### src/rtl/fir_pkg.sv
// Shared types and constants for the FIR tap feeder: widths, tap count,
// FSM state encoding and the legal multicycle window range.
package fir_pkg;

    localparam int DATA_W_DEF  = 16;
    localparam int RES_W_DEF   = 32;
    localparam int NTAPS       = 6;
    localparam int FIR_LAT_MIN = 1;
    localparam int FIR_LAT_MAX = 4;
    localparam int LAT_CNT_W   = 2;
    localparam int FILL_W      = 3;

    localparam logic [FILL_W-1:0] FILL_FULL = 3'd6;

    typedef enum logic [1:0] {
        IDLE = 2'd0,
        WAIT = 2'd1,
        HOLD = 2'd2
    } fir_state_e;

    // Saturating increment of the fill level; stops at a full line.
    function automatic logic [FILL_W-1:0] fill_inc(input logic [FILL_W-1:0] fill);
        if (fill >= FILL_FULL) begin
            fill_inc = FILL_FULL;
        end else begin
            fill_inc = fill + 3'd1;
        end
    endfunction

    // Wait-counter load value for a given window; out-of-range windows are clamped.
    function automatic logic [LAT_CNT_W-1:0] lat_load(input int lat);
        if (lat <= FIR_LAT_MIN) begin
            lat_load = {LAT_CNT_W{1'b0}};
        end else if (lat >= FIR_LAT_MAX) begin
            lat_load = LAT_CNT_W'(FIR_LAT_MAX - 1);
        end else begin
            lat_load = LAT_CNT_W'(lat - 1);
        end
    endfunction

endpackage

### src/rtl/fir_tap_shift.sv
// Six-entry tap delay line with a saturating fill counter.
// Entry 0 holds the newest sample; clr zeroes both the line and the counter.
module fir_tap_shift
    import fir_pkg::*;
#(
    parameter int DATA_W = DATA_W_DEF
) (
    input  logic                          clk,
    input  logic                          rst,
    input  logic                          shift_en,
    input  logic                          clr,
    input  logic [DATA_W-1:0]             din,
    output logic [NTAPS-1:0][DATA_W-1:0]  taps,
    output logic [FILL_W-1:0]             fill_cnt
);

    logic [NTAPS-1:0][DATA_W-1:0] taps_r;
    logic [FILL_W-1:0]            fill_r;

    // Delay line and fill level; clear beats shift, oldest sample falls off the end.
    always_ff @(posedge clk) begin
        if (rst) begin
            taps_r <= {(NTAPS * DATA_W){1'b0}};
            fill_r <= {FILL_W{1'b0}};
        end else if (clr) begin
            taps_r <= {(NTAPS * DATA_W){1'b0}};
            fill_r <= {FILL_W{1'b0}};
        end else if (shift_en) begin
            taps_r <= {taps_r[NTAPS-2:0], din};
            fill_r <= fill_inc(fill_r);
        end else begin
            taps_r <= taps_r;
            fill_r <= fill_r;
        end
    end

    assign taps     = taps_r;
    assign fill_cnt = fill_r;

endmodule

### src/rtl/fir_tap_feeder.sv
// Feeds the combinational 6-tap FIR datapath: accepts one sample at a time,
// holds the taps stable for FIR_LAT cycles, then captures and offers the result.
module fir_tap_feeder
    import fir_pkg::*;
#(
    parameter int DATA_W       = DATA_W_DEF,
    parameter int RES_W        = RES_W_DEF,
    parameter int FIR_LAT      = 1,
    parameter int EMIT_PARTIAL = 1
) (
    input  logic              clk,
    input  logic              rst,
    input  logic              s_valid,
    output logic              s_ready,
    input  logic [DATA_W-1:0] s_data,
    input  logic              flush,
    output logic [DATA_W-1:0] tap_0,
    output logic [DATA_W-1:0] tap_1,
    output logic [DATA_W-1:0] tap_2,
    output logic [DATA_W-1:0] tap_3,
    output logic [DATA_W-1:0] tap_4,
    output logic [DATA_W-1:0] tap_5,
    input  logic [RES_W-1:0]  fir_result,
    output logic              m_valid,
    input  logic              m_ready,
    output logic [RES_W-1:0]  m_data,
    output logic [2:0]        fill_cnt
);

    localparam logic [LAT_CNT_W-1:0] LAT_LOAD = lat_load(FIR_LAT);

    fir_state_e                   state_r;
    fir_state_e                   state_nxt_s;
    logic [LAT_CNT_W-1:0]         cnt_r;
    logic [LAT_CNT_W-1:0]         cnt_nxt_s;
    logic                         s_ready_s;
    logic                         shift_en_s;
    logic                         clr_s;
    logic                         capture_s;
    logic                         release_s;
    logic                         emit_s;
    logic                         m_valid_r;
    logic [RES_W-1:0]             m_data_r;
    logic [NTAPS-1:0][DATA_W-1:0] taps_s;
    logic [FILL_W-1:0]            fill_s;
    logic [FILL_W-1:0]            fill_inc_s;

    fir_tap_shift #(
        .DATA_W (DATA_W)
    ) u_shift (
        .clk      (clk),
        .rst      (rst),
        .shift_en (shift_en_s),
        .clr      (clr_s),
        .din      (s_data),
        .taps     (taps_s),
        .fill_cnt (fill_s)
    );

    // A sample produces a result unless partial results are disabled and the line is not yet full.
    assign fill_inc_s = fill_inc(fill_s);
    assign emit_s     = (EMIT_PARTIAL != 0) || (fill_inc_s == FILL_FULL);

    // Next-state, wait-window and handshake decode.
    always_comb begin
        state_nxt_s = state_r;
        cnt_nxt_s   = cnt_r;
        s_ready_s   = 1'b0;
        shift_en_s  = 1'b0;
        clr_s       = 1'b0;
        capture_s   = 1'b0;
        release_s   = 1'b0;
        case (state_r)
            IDLE: begin
                s_ready_s = !flush;
                if (flush) begin
                    clr_s = 1'b1;
                end else if (s_valid) begin
                    shift_en_s = 1'b1;
                    if (emit_s) begin
                        state_nxt_s = WAIT;
                        cnt_nxt_s   = LAT_LOAD;
                    end else begin
                        state_nxt_s = IDLE;
                    end
                end else begin
                    state_nxt_s = IDLE;
                end
            end
            WAIT: begin
                if (cnt_r == {LAT_CNT_W{1'b0}}) begin
                    capture_s   = 1'b1;
                    state_nxt_s = HOLD;
                end else begin
                    cnt_nxt_s = cnt_r - LAT_CNT_W'(1);
                end
            end
            HOLD: begin
                if (m_ready) begin
                    release_s   = 1'b1;
                    state_nxt_s = IDLE;
                end else begin
                    state_nxt_s = HOLD;
                end
            end
            default: begin
                state_nxt_s = IDLE;
                cnt_nxt_s   = {LAT_CNT_W{1'b0}};
            end
        endcase
    end

    // State and wait-counter registers.
    always_ff @(posedge clk) begin
        if (rst) begin
            state_r <= IDLE;
            cnt_r   <= {LAT_CNT_W{1'b0}};
        end else begin
            state_r <= state_nxt_s;
            cnt_r   <= cnt_nxt_s;
        end
    end

    // Result register: loads at the end of the window, drops on the downstream handshake.
    always_ff @(posedge clk) begin
        if (rst) begin
            m_valid_r <= 1'b0;
            m_data_r  <= {RES_W{1'b0}};
        end else if (capture_s) begin
            m_valid_r <= 1'b1;
            m_data_r  <= fir_result;
        end else if (release_s) begin
            m_valid_r <= 1'b0;
            m_data_r  <= m_data_r;
        end else begin
            m_valid_r <= m_valid_r;
            m_data_r  <= m_data_r;
        end
    end

    assign s_ready  = s_ready_s;
    assign m_valid  = m_valid_r;
    assign m_data   = m_data_r;
    assign fill_cnt = fill_s;
    assign tap_0    = taps_s[0];
    assign tap_1    = taps_s[1];
    assign tap_2    = taps_s[2];
    assign tap_3    = taps_s[3];
    assign tap_4    = taps_s[4];
    assign tap_5    = taps_s[5];

endmodule

### config.mk
export PLATFORM = sky130hd
export DESIGN_NAME = fir_tap_feeder
export DESIGN_NICKNAME = d
export VERILOG_FILES = /design/src/rtl/fir_pkg.sv /design/src/rtl/fir_tap_shift.sv /design/src/rtl/fir_tap_feeder.sv
export SDC_FILE = /design/constraint.sdc
export NUM_CORES = 1
export LEC_CHECK = 0
export ABC_AREA = 1
export CAP_MARGIN = 25
export CORE_ASPECT_RATIO = 1.4
export CORE_MARGIN = 2
export CORE_UTILIZATION = 44
export DETAILED_ROUTE_END_ITERATION = 10
export HOLD_SLACK_MARGIN = 0.1
export PLACE_DENSITY = 0.79
export SYNTH_ARGS = -nofsm -noshare
export SYNTH_HDL_FRONTEND = slang
export SYNTH_SLANG_ARGS = --single-unit
### constraint.sdc
create_clock -name clk -period 1.4 [get_ports clk]
set_clock_uncertainty 0.05 [all_clocks]
set_input_delay 0.21 -clock clk [delete_from_list [all_inputs] [get_ports clk]]
set_output_delay 0.21 -clock clk [all_outputs]
set_load 0.02 [all_outputs]
; ---- After elaboration in Yosys (flattened, before gate mapping)
; Index checks and enable logic that the tools add are counted.
[totals]
out_inout_bits = 133
register_bits = 136
[classes]
eq_ne = 6
addsub = 2
magnitude_cmp = 1
bitwise_logic = 1
reduce_logical = 7
n_mux = 22
[op_table]
columns = op, count
row1 = 1-bit 2-to-1 mux, 13
row2 = 2-bit 2-to-1 mux, 6
row3 = 2-bit case mux with 3 select lines, 2
row4 = 2-bit != test (second input constant), 4
row5 = 2-bit logical NOT, 2
row6 = 4-bit AND reduction, 1
row7 = 3-bit by 1-bit adder with 3-bit output (second input constant), 1
row8 = 3-bit greater-or-equal comparator (second input constant), 1
row9 = 3-bit 2-to-1 mux, 1
row10 = 2-bit by 1-bit == test with 1-bit output (second input constant), 1
row11 = 2-bit == test (second input constant), 1
row12 = 2-bit AND reduction, 1
row13 = 2-bit nonzero test, 1
row14 = 2-bit OR reduction, 1
row15 = 2-bit by 1-bit subtractor with 2-bit output (second input constant), 1
row16 = 1-bit logical NOT, 1
row17 = 1-bit inverter, 1

; ---- Depth between registers and ports, before layout
; Gate-level depths: netlist (run 1).
[logic_depth]
depth_word = 4
ltp_mapped = 8

; ---- Hierarchy
; Synthesis (run 1) repeated with hierarchy kept, for this count alone.
[hier_totals]
cells_unflattened = 622
hier_area_um2 = 5001.0
[by_module_without_submodules]
columns = mod, area_per_inst_um2, n_inst, cells_each
row1 = fir_tap_shift, 3477.1, 1, 442
row2 = fir_tap_feeder, 1524.0, 1, 180

; ---- Least setup slack after synthesis (run 1)
; Ideal clock, no wire load.
[synth_timing]
kind = register -> register
start = register state_r[0]
end = register u_shift.taps_r (netlist bit u_shift.taps[68])
path_buffers = 2
period_less_slack_ps = 1226
stages_incl_launch_ff = 7
setup_slack_ps = 174
arrival_ps = 1060
cell_sequence = dfxtp_1 -> nor2_4 -> nand2_4 -> buf_6 -> buf_6 -> o21ai_0 -> nor2_1
[synth_between]
elab_chain_cells = 3
[synth_rtl]
columns = item, line
row1 = from (decl), fir_tap_feeder.sv:32  ; fir_state_e state_r;
row2 = from (signal assigned), fir_tap_feeder.sv:119  ; state_r <= state_nxt_s;
row3 = 2-bit logical NOT *, fir_tap_feeder.sv:73  ; case (state_r)
row4 = 1-bit 2-to-1 mux, fir_tap_feeder.sv:73
row5 = 2-bit OR reduction (no source line), n/a
row6 = to (signal assigned), fir_tap_shift.sv:26  ; taps_r <= {(NTAPS * DATA_W){1'b0}};
row7 = to (signal assigned), fir_tap_shift.sv:29  ; taps_r <= {taps_r[NTAPS-2:0], din};
row8 = to (signal assigned), fir_tap_shift.sv:32  ; taps_r <= taps_r;
row9 = to (decl), fir_tap_shift.sv:17  ; logic [NTAPS-1:0][DATA_W-1:0] taps_r;
; Every way passes the cells marked *; elsewhere a longest branch is shown, timed or not.
; A chain may end at the register's enable or synchronous reset.

; ---- Worst setup path after layout (run 1)
[layout_timing]
start = register state_r[0]
end = register u_shift.taps_r (netlist bit u_shift.taps[22])
; Same word-level chain as after synthesis.

==> metrics, run 1 <==
result of the run complete, but fails checks; failing checks setup timing; die area about 0.012 sq mm; remaining global-route overflow 0; DIE WIDTH between 90 and 100 um; latest clock arrival within the worst-skew pair between 0.4 and 0.5 ns; H-tree depth reported by CTS 4; time the final worst path needs with I/O delays and setup ~1.6 ns; number of sinks on the clock net around 140; routability congestion estimate from global placement approximately 0.74; leakage power total 3.79 nW; register bit count reported by yosys roughly 140; leading cell types in the layout, fill and taps excluded 142 x nor2_1, 128 x dfxtp_1, 59 x clkbuf_2, 58 x o21ai_2, 51 x clkdlybuf4s50_1; final antenna diode count 0; layout cell share with drive strength beyond 1 0.377; required time at the endpoint of the critical path about 1.7 ns; Critical Path Start Type flip-flop; critical path fanouts, max 11; buffer depth of the longest clock path 2; core region area 0.0109 sq mm; number of detailed-route iterations in the first pass 5; Final Instance Count excl. Fillers between 1000 and 1500; buffer cell driving the clock tree root clkbuf_16; wire length after detailed routing 19.7 mm; Inst Count DP just over 900; total number of vias 5393; height of the chip approximately 130 um; DRC violations left 0; Sum Neg Setup Slack -10.97 ns; cts hold-fix bufs 0; path type of the worst setup path flip-flop to flip-flop; category of the worst setup path capture point flip-flop; minimum setup slack in the final design -0.197 ns; number of warnings reported in the yosys synthesis log 0; share of the clock period used by the worst path after layout 1.14; drt first-iter violations 351; all-layer global routing usage 0.288; initial standard-cell utilization of the core 0.453; area delta synth->final 80.2%; initial antenna violation count 0; Worst EP arrival about 1.9 ns; vias in the first global route 5192; power density of the placed cells around 1300 mW/mm^2; WL per Instance between 15 and 20 um; post-DR vias/cell about 5.4; gate count of the mapped netlist just over 600; per-instance average area after synthesis between 8 and 9 sq um; netlist area before placement between 0.004 and 0.005 sq mm; placed instance area 0.00704 sq mm; path type of the worst min-delay path input port to flip-flop; CTS clock-pin slew for the worst setup and hold paths about 0.06 ns; count of nets left with antenna violations after detail routing 0; reported max-cap violation count 0; post-DP HPWL 9.12 mm; setup violation total in the final timing report approximately 110; number of CTS-inserted buffers 17; most common cell after layout, fill and taps aside nor2_1; CTS tree built; sequential-to-total area share from yosys stat 0.550; Finished Cell Area 0.00892 sq mm; maximum vdd drop between 0.001 and 0.0015 V; Worst-Margin Slew between 0.3 and 0.4 ns; unrepaired setup endpoints after global routing yes; final-report max-slew violation count 0; headroom to the max-slew limit 0.761; first-pass GRT wire length around 27 mm; Highest Clock Rate 626 MHz; io pins roughly 190; maximum number of pins on one net before global-route repair 37; floorplan row count 45; Yosys cell types 23; number of nets at the end of the flow slightly above 900; post-synth net total roughly 670; Hold Violations, Final 0; count of input and output buffers ~190
## synthesized netlist by cell type (all sizes together)
cell type	n	area, sq um
o21ai	131	693
buf	29	206
nor3	1	5.00
nand2	13	56.3
ha	2	25.0
dfxtp	136	2720
a21oi	36	191
nand3b	1	7.51
inv	41	156
clkbuf	11	41.3
nor2	207	812
nand3	4	30.0
## logic make-up after synthesis
group,after synthesis,synth area share
buf+inv,81,0.0817
flops,136,0.550
fa+ha+maj,2,0.00506
simple gates,226,0.184
compound gates,167,0.179
## final timing paths
kind                    from  slack [ns]  cells past startpoint                  end
hold / removal         flush        0.35                      5  u_shift.fill_cnt[2]
hold reg to reg   m_data[27]        0.40                      2           m_data[27]
setup reg to reg  state_r[0]       -0.20                      9     u_shift.taps[22]
setup / recovery  state_r[0]       -0.20                      9     u_shift.taps[22]
## worst max-delay path: stages, from the launching register on
cell	delay [ns]
dfxtp_2	0.32
buf_6	0.12
nor2_4	0.21
nand2_8	0.11
buf_12	0.15
inv_12	0.06
buf_16	0.14
buf_16	0.14
nor2_1	0.05
nor2_1	0.15
## metal layers
layer | wire length (um) | GRT usage
met5 | 0 | 0
met3 | 1720 | 0.106
met4 | 582 | 0.120
met2 | 10500 | 0.515
met1 | 6930 | 0.303
## final cells by class
type	count	area [sq um]
multi-input cells	396	2380
clock buffers	19	443
clock inverters	13	215
fillers	652	2010
repair buffers	259	2810
well taps	141	176
flip-flops and latches	136	2730
inverters	41	166
## report_power, final
| group | switching (W) | total (W) | internal, W |
|---|---|---|---|
| Clock | 0.00172 | 0.00495 | 0.00323 |
| Sequential | 0.000179 | 0.00426 | 0.00408 |
| Combinational | 0.00120 | 0.00225 | 0.00105 |
| Total | 0.00309 | 0.0115 | 0.00836 |
## metrics by stage
| step | hold WS (ns) | power (W) | util | setup slack, ns |
|---|---|---|---|---|
| floorplan | 0.229 | 0.00512 | - | 0.174 |
| global placement | 0.380 | 0.00582 | 0.644 | -0.336 |
| detailed placement | 0.386 | 0.00585 | 0.644 | -0.353 |
| CTS | 0.345 | 0.0111 | 0.786 | -0.167 |
| global route | 0.366 | 0.0118 | 0.816 | -0.234 |
| finish | 0.355 | 0.0115 | 0.816 | -0.197 |
## sequential cells by signal, indices dropped and copies added, names as in the netlist
signal / count
u_shift.fill_cnt: 3
cnt_r: 2
state_r: 2
m_valid: 1
m_data: 32
u_shift.taps: 96
## repair_timing
action	in CTS	in global routing
pin swaps	21	77
buffers inserted	18	7
resized for setup	320	253
gates cloned	18	13
endpoints found under the setup margin	222	215
No activity file was read; power rests on OpenSTA's default activity.
==> run 2, diff against run 1 <==
--- a/config.mk
+++ b/config.mk
@@ -6,7 +6,6 @@
 export NUM_CORES = 1
 export LEC_CHECK = 0
 export ABC_AREA = 1
-export CAP_MARGIN = 25
 export CORE_ASPECT_RATIO = 1.4
 export CORE_MARGIN = 2
 export CORE_UTILIZATION = 44
@@ -16,3 +15,4 @@
 export SYNTH_ARGS = -nofsm -noshare
 export SYNTH_HDL_FRONTEND = slang
 export SYNTH_SLANG_ARGS = --single-unit
+export TNS_END_PERCENT = 1
==> run 2 against run 1 <==
Compared with the run above: the flow still finishes with violations (setup timing); first-iteration DRC count down 35%; global-route usage down 7.2 points; via count down 12%; setup slack better by 0.14 ns; die area unchanged; routed wire length down 28%; core utilization down 11 points; critical endpoint is now u_shift.fill_cnt[1]; largest cell class is now sequential cells; largest power group unchanged; highest routed layer unchanged.
==> metrics, run 2 (same netlist as run 1, synthesis figures left out) <==
number of detailed-route iterations in the first pass 4 (-1); final hold slack 0.356 ns (+0.00120 ns); WHS Path Cells 3 (-2); most prevalent standard cell on the critical path buf_6; destination of the worst hold path u_shift.taps[10]; number of nets at the end of the flow 866 (-4.4%); Worst Reg-to-Reg Cells 8 (-1); Highest Clock Rate 685 MHz (+9.4%); most common cell after layout, fill and taps aside nor2_1; CTS clock-pin slew for the worst setup and hold paths 0.06 ns (about the same); RR Startpoint state_r[0]; Inst Count DP 924 (unchanged); buffer depth of the longest clock path 2 (unchanged); H-tree depth reported by CTS 4 (unchanged); core region area 0.0109 sq mm (unchanged); Worst-Margin Slew 0.293 ns (-0.0619 ns); CTS tree built; first-pass GRT wire length 20.7 mm (-23%); initial standard-cell utilization of the core 0.453 (unchanged); time the final worst path needs with I/O delays and setup 1.46 ns (-0.138 ns); post-DP HPWL 9.12 mm (unchanged); drt first-iter violations 229 (-35%); leakage power total 3.31 nW (-13%); DIE WIDTH 93.6 um (unchanged); maximum vdd drop 0.000854 V (-25%); Critical Path Start Type flip-flop; net switching fraction of the power 0.251 (-0.0189); reported max-cap violation count 0 (unchanged); headroom to the max-slew limit 0.805 (+0.0435); power density of the placed cells 1380 mW/mm^2 (+7.5%); number of CTS-inserted buffers 17 (unchanged); Worst EP arrival 1.70 ns (-0.18 ns); Hold Violations, Final 0 (unchanged); worst reg2reg setup slack -0.06 ns (+0.14 ns); io pins 186 (unchanged); unrepaired setup endpoints after global routing yes; total number of vias 4735 (-12%); required time at the endpoint of the critical path 1.64 ns (-0.04 ns); vias in the first global route 4332 (-17%); Comb power frac 0.150 (-0.046); initial antenna violation count 0 (unchanged); number of sinks on the clock net 136 (unchanged); post-DR vias/cell 4.91 (-8.6%); internal power summed over all cells 0.00801 W (-4.2%); count of nets left with antenna violations after detail routing 0 (unchanged); max reg flops 96 (unchanged); final-report max-slew violation count 0 (unchanged); area delta synth->final 56.7%; DRC violations left 0 (unchanged); path type of the worst setup path flip-flop to flip-flop; count of input and output buffers 185 (unchanged); leading cell types in the layout, fill and taps excluded 193 x nor2_1, 132 x dfxtp_1, 71 x o21ai_1, 56 x dlygate4sd2_1, 52 x clkdlybuf4s50_1; Fill cells 845 (+30%); Largest delay share family, worst path simple AND/OR/NAND/NOR gates; routability congestion estimate from global placement 0.744 (unchanged); all-layer global routing usage 0.216 (-0.0718); WL per Instance 14.7 um (-25%); failing checks setup timing; Finished Cell Area 0.00775 sq mm (-13%); Critical Path, Cell by Cell buf_6 > nor2_4 > nand2_8 > clkinv_8 > buf_6 > nand2_4 > nor2_2 > nor2_1; stage delay of the slowest cell on the critical path 0.33 ns (about the same); critical path fanouts, max 8 (-3); die area 0.0121 sq mm (unchanged); sequential power share 0.394 (+0.022); latest clock arrival within the worst-skew pair 0.40 ns (-0.02 ns); minimum setup slack in the final design -0.0592 ns (+0.138 ns); result of the run complete, but fails checks; Switch Pwr 0.00269 W (-13%); height of the chip 129 um (unchanged); buffer cell driving the clock tree root clkbuf_16; placed instance area 0.00704 sq mm (unchanged); setup violation total in the final timing report 63 (-41%); Min-Delay Startpoint s_data[10]; category of the worst setup path capture point flip-flop; final antenna diode count 0 (unchanged); Final Instance Count excl. Fillers 965 (-4.0%); count of buffer and inverter cells on the critical path 3 (-2); layout cell share with drive strength beyond 1 0.171 (-0.206); wire length after detailed routing 14.2 mm (-28%); power share of the clock group 0.456 (+0.024); Core Util, Final 0.710 (-0.107); cell at the slowest stage of the critical path dfxtp_2; share of the clock period used by the worst path after layout 1.04 (-0.0984); floorplan row count 45 (unchanged); remaining global-route overflow 0 (unchanged); worst r2r dst u_shift.fill_cnt[1]; maximum number of pins on one net before global-route repair 60 (+62%); path type of the worst min-delay path input port to flip-flop
[run 2: cell count changes in the layout (fill, tap and decap cells not counted), moves of 7 or more]
cell,previous run,this run
buf_12,21,9
buf_16,13,2
buf_4,21,14
clkbuf_2,59,29
clkdlybuf4s15_1,19,41
dlygate4sd2_1,46,56
nor2_1,142,193
nor2_2,47,13
nor2_4,18,1
o21ai_0,36,47
o21ai_1,27,71
o21ai_2,58,13
o21ai_4,10,0
[run 2: worst register-to-register path: stages (launching register included)]
cell and delay [ns]:
dfxtp_2 0.33, buf_6 0.13, nor2_4 0.23, nand2_8 0.16, clkinv_8 0.14, buf_6 0.12
nand2_4 0.05, nor2_2 0.10, nor2_1 0.05
[run 2: stage by stage]
step,total power (W),setup slack [ns],TNS [ns]
6_report,0.0107,-0.0592,-1.15
5_1_grt,0.0111,-0.127,-7.62
4_1_cts,0.0106,-0.0657,-1.02
3_5_place_dp,0.00585,-0.353,-31.84
3_3_place_gp,0.00582,-0.336,-31.87
2_1_floorplan,0.00512,0.174,0
[run 2: how the worst max path moves through the flow]
stage	end	depth (start not counted)	startpoint	slack [ns]
floorplan	u_shift.taps[68]	6	state_r[0]	0.17
finish	u_shift.fill_cnt[1]	8	state_r[0]	-0.06
CTS	u_shift.taps[20]	7	state_r[1]	-0.07
global route	u_shift.taps[24]	6	state_r[0]	-0.13
global placement	u_shift.taps[91]	6	flush	-0.34
detailed placement	u_shift.taps[50]	6	flush	-0.35
[run 2: timing repair]
action,4_1_cts,5_1_grt
hold buffers,0,0
pin swaps,1,35
resized for setup,177,174
setup buffers,0,3
endpoints found under the setup margin,222,192
gates cloned,0,6
[run 2: layout make-up]
class,instances,area [sq um],share of cell area
sequential,136,2730,0.352
multi-input combinational,395,1870,0.241
clock inverter,13,215,0.0278
timing repair buffer,220,2150,0.278
inverter,41,166,0.0215
clock buffer,19,443,0.0572
tap,141,176,0.0228
[run 2: power by group through the flow]
stage          Combinational (W)  Sequential [W]  Clock [W]
2_1_floorplan           0.000603         0.00452          0
3_3_place_gp             0.00153         0.00429          0
3_5_place_dp             0.00156         0.00430          0
4_1_cts                  0.00145         0.00421    0.00496
5_1_grt                  0.00174         0.00424    0.00516
6_report                 0.00160         0.00421    0.00488
[run 2: per-layer routing]
metal	global-route usage	wire length (um)
met1	0.246	5600
met2	0.363	7040
met3	0.0919	1360
met4	0.0776	172
met5	0	0
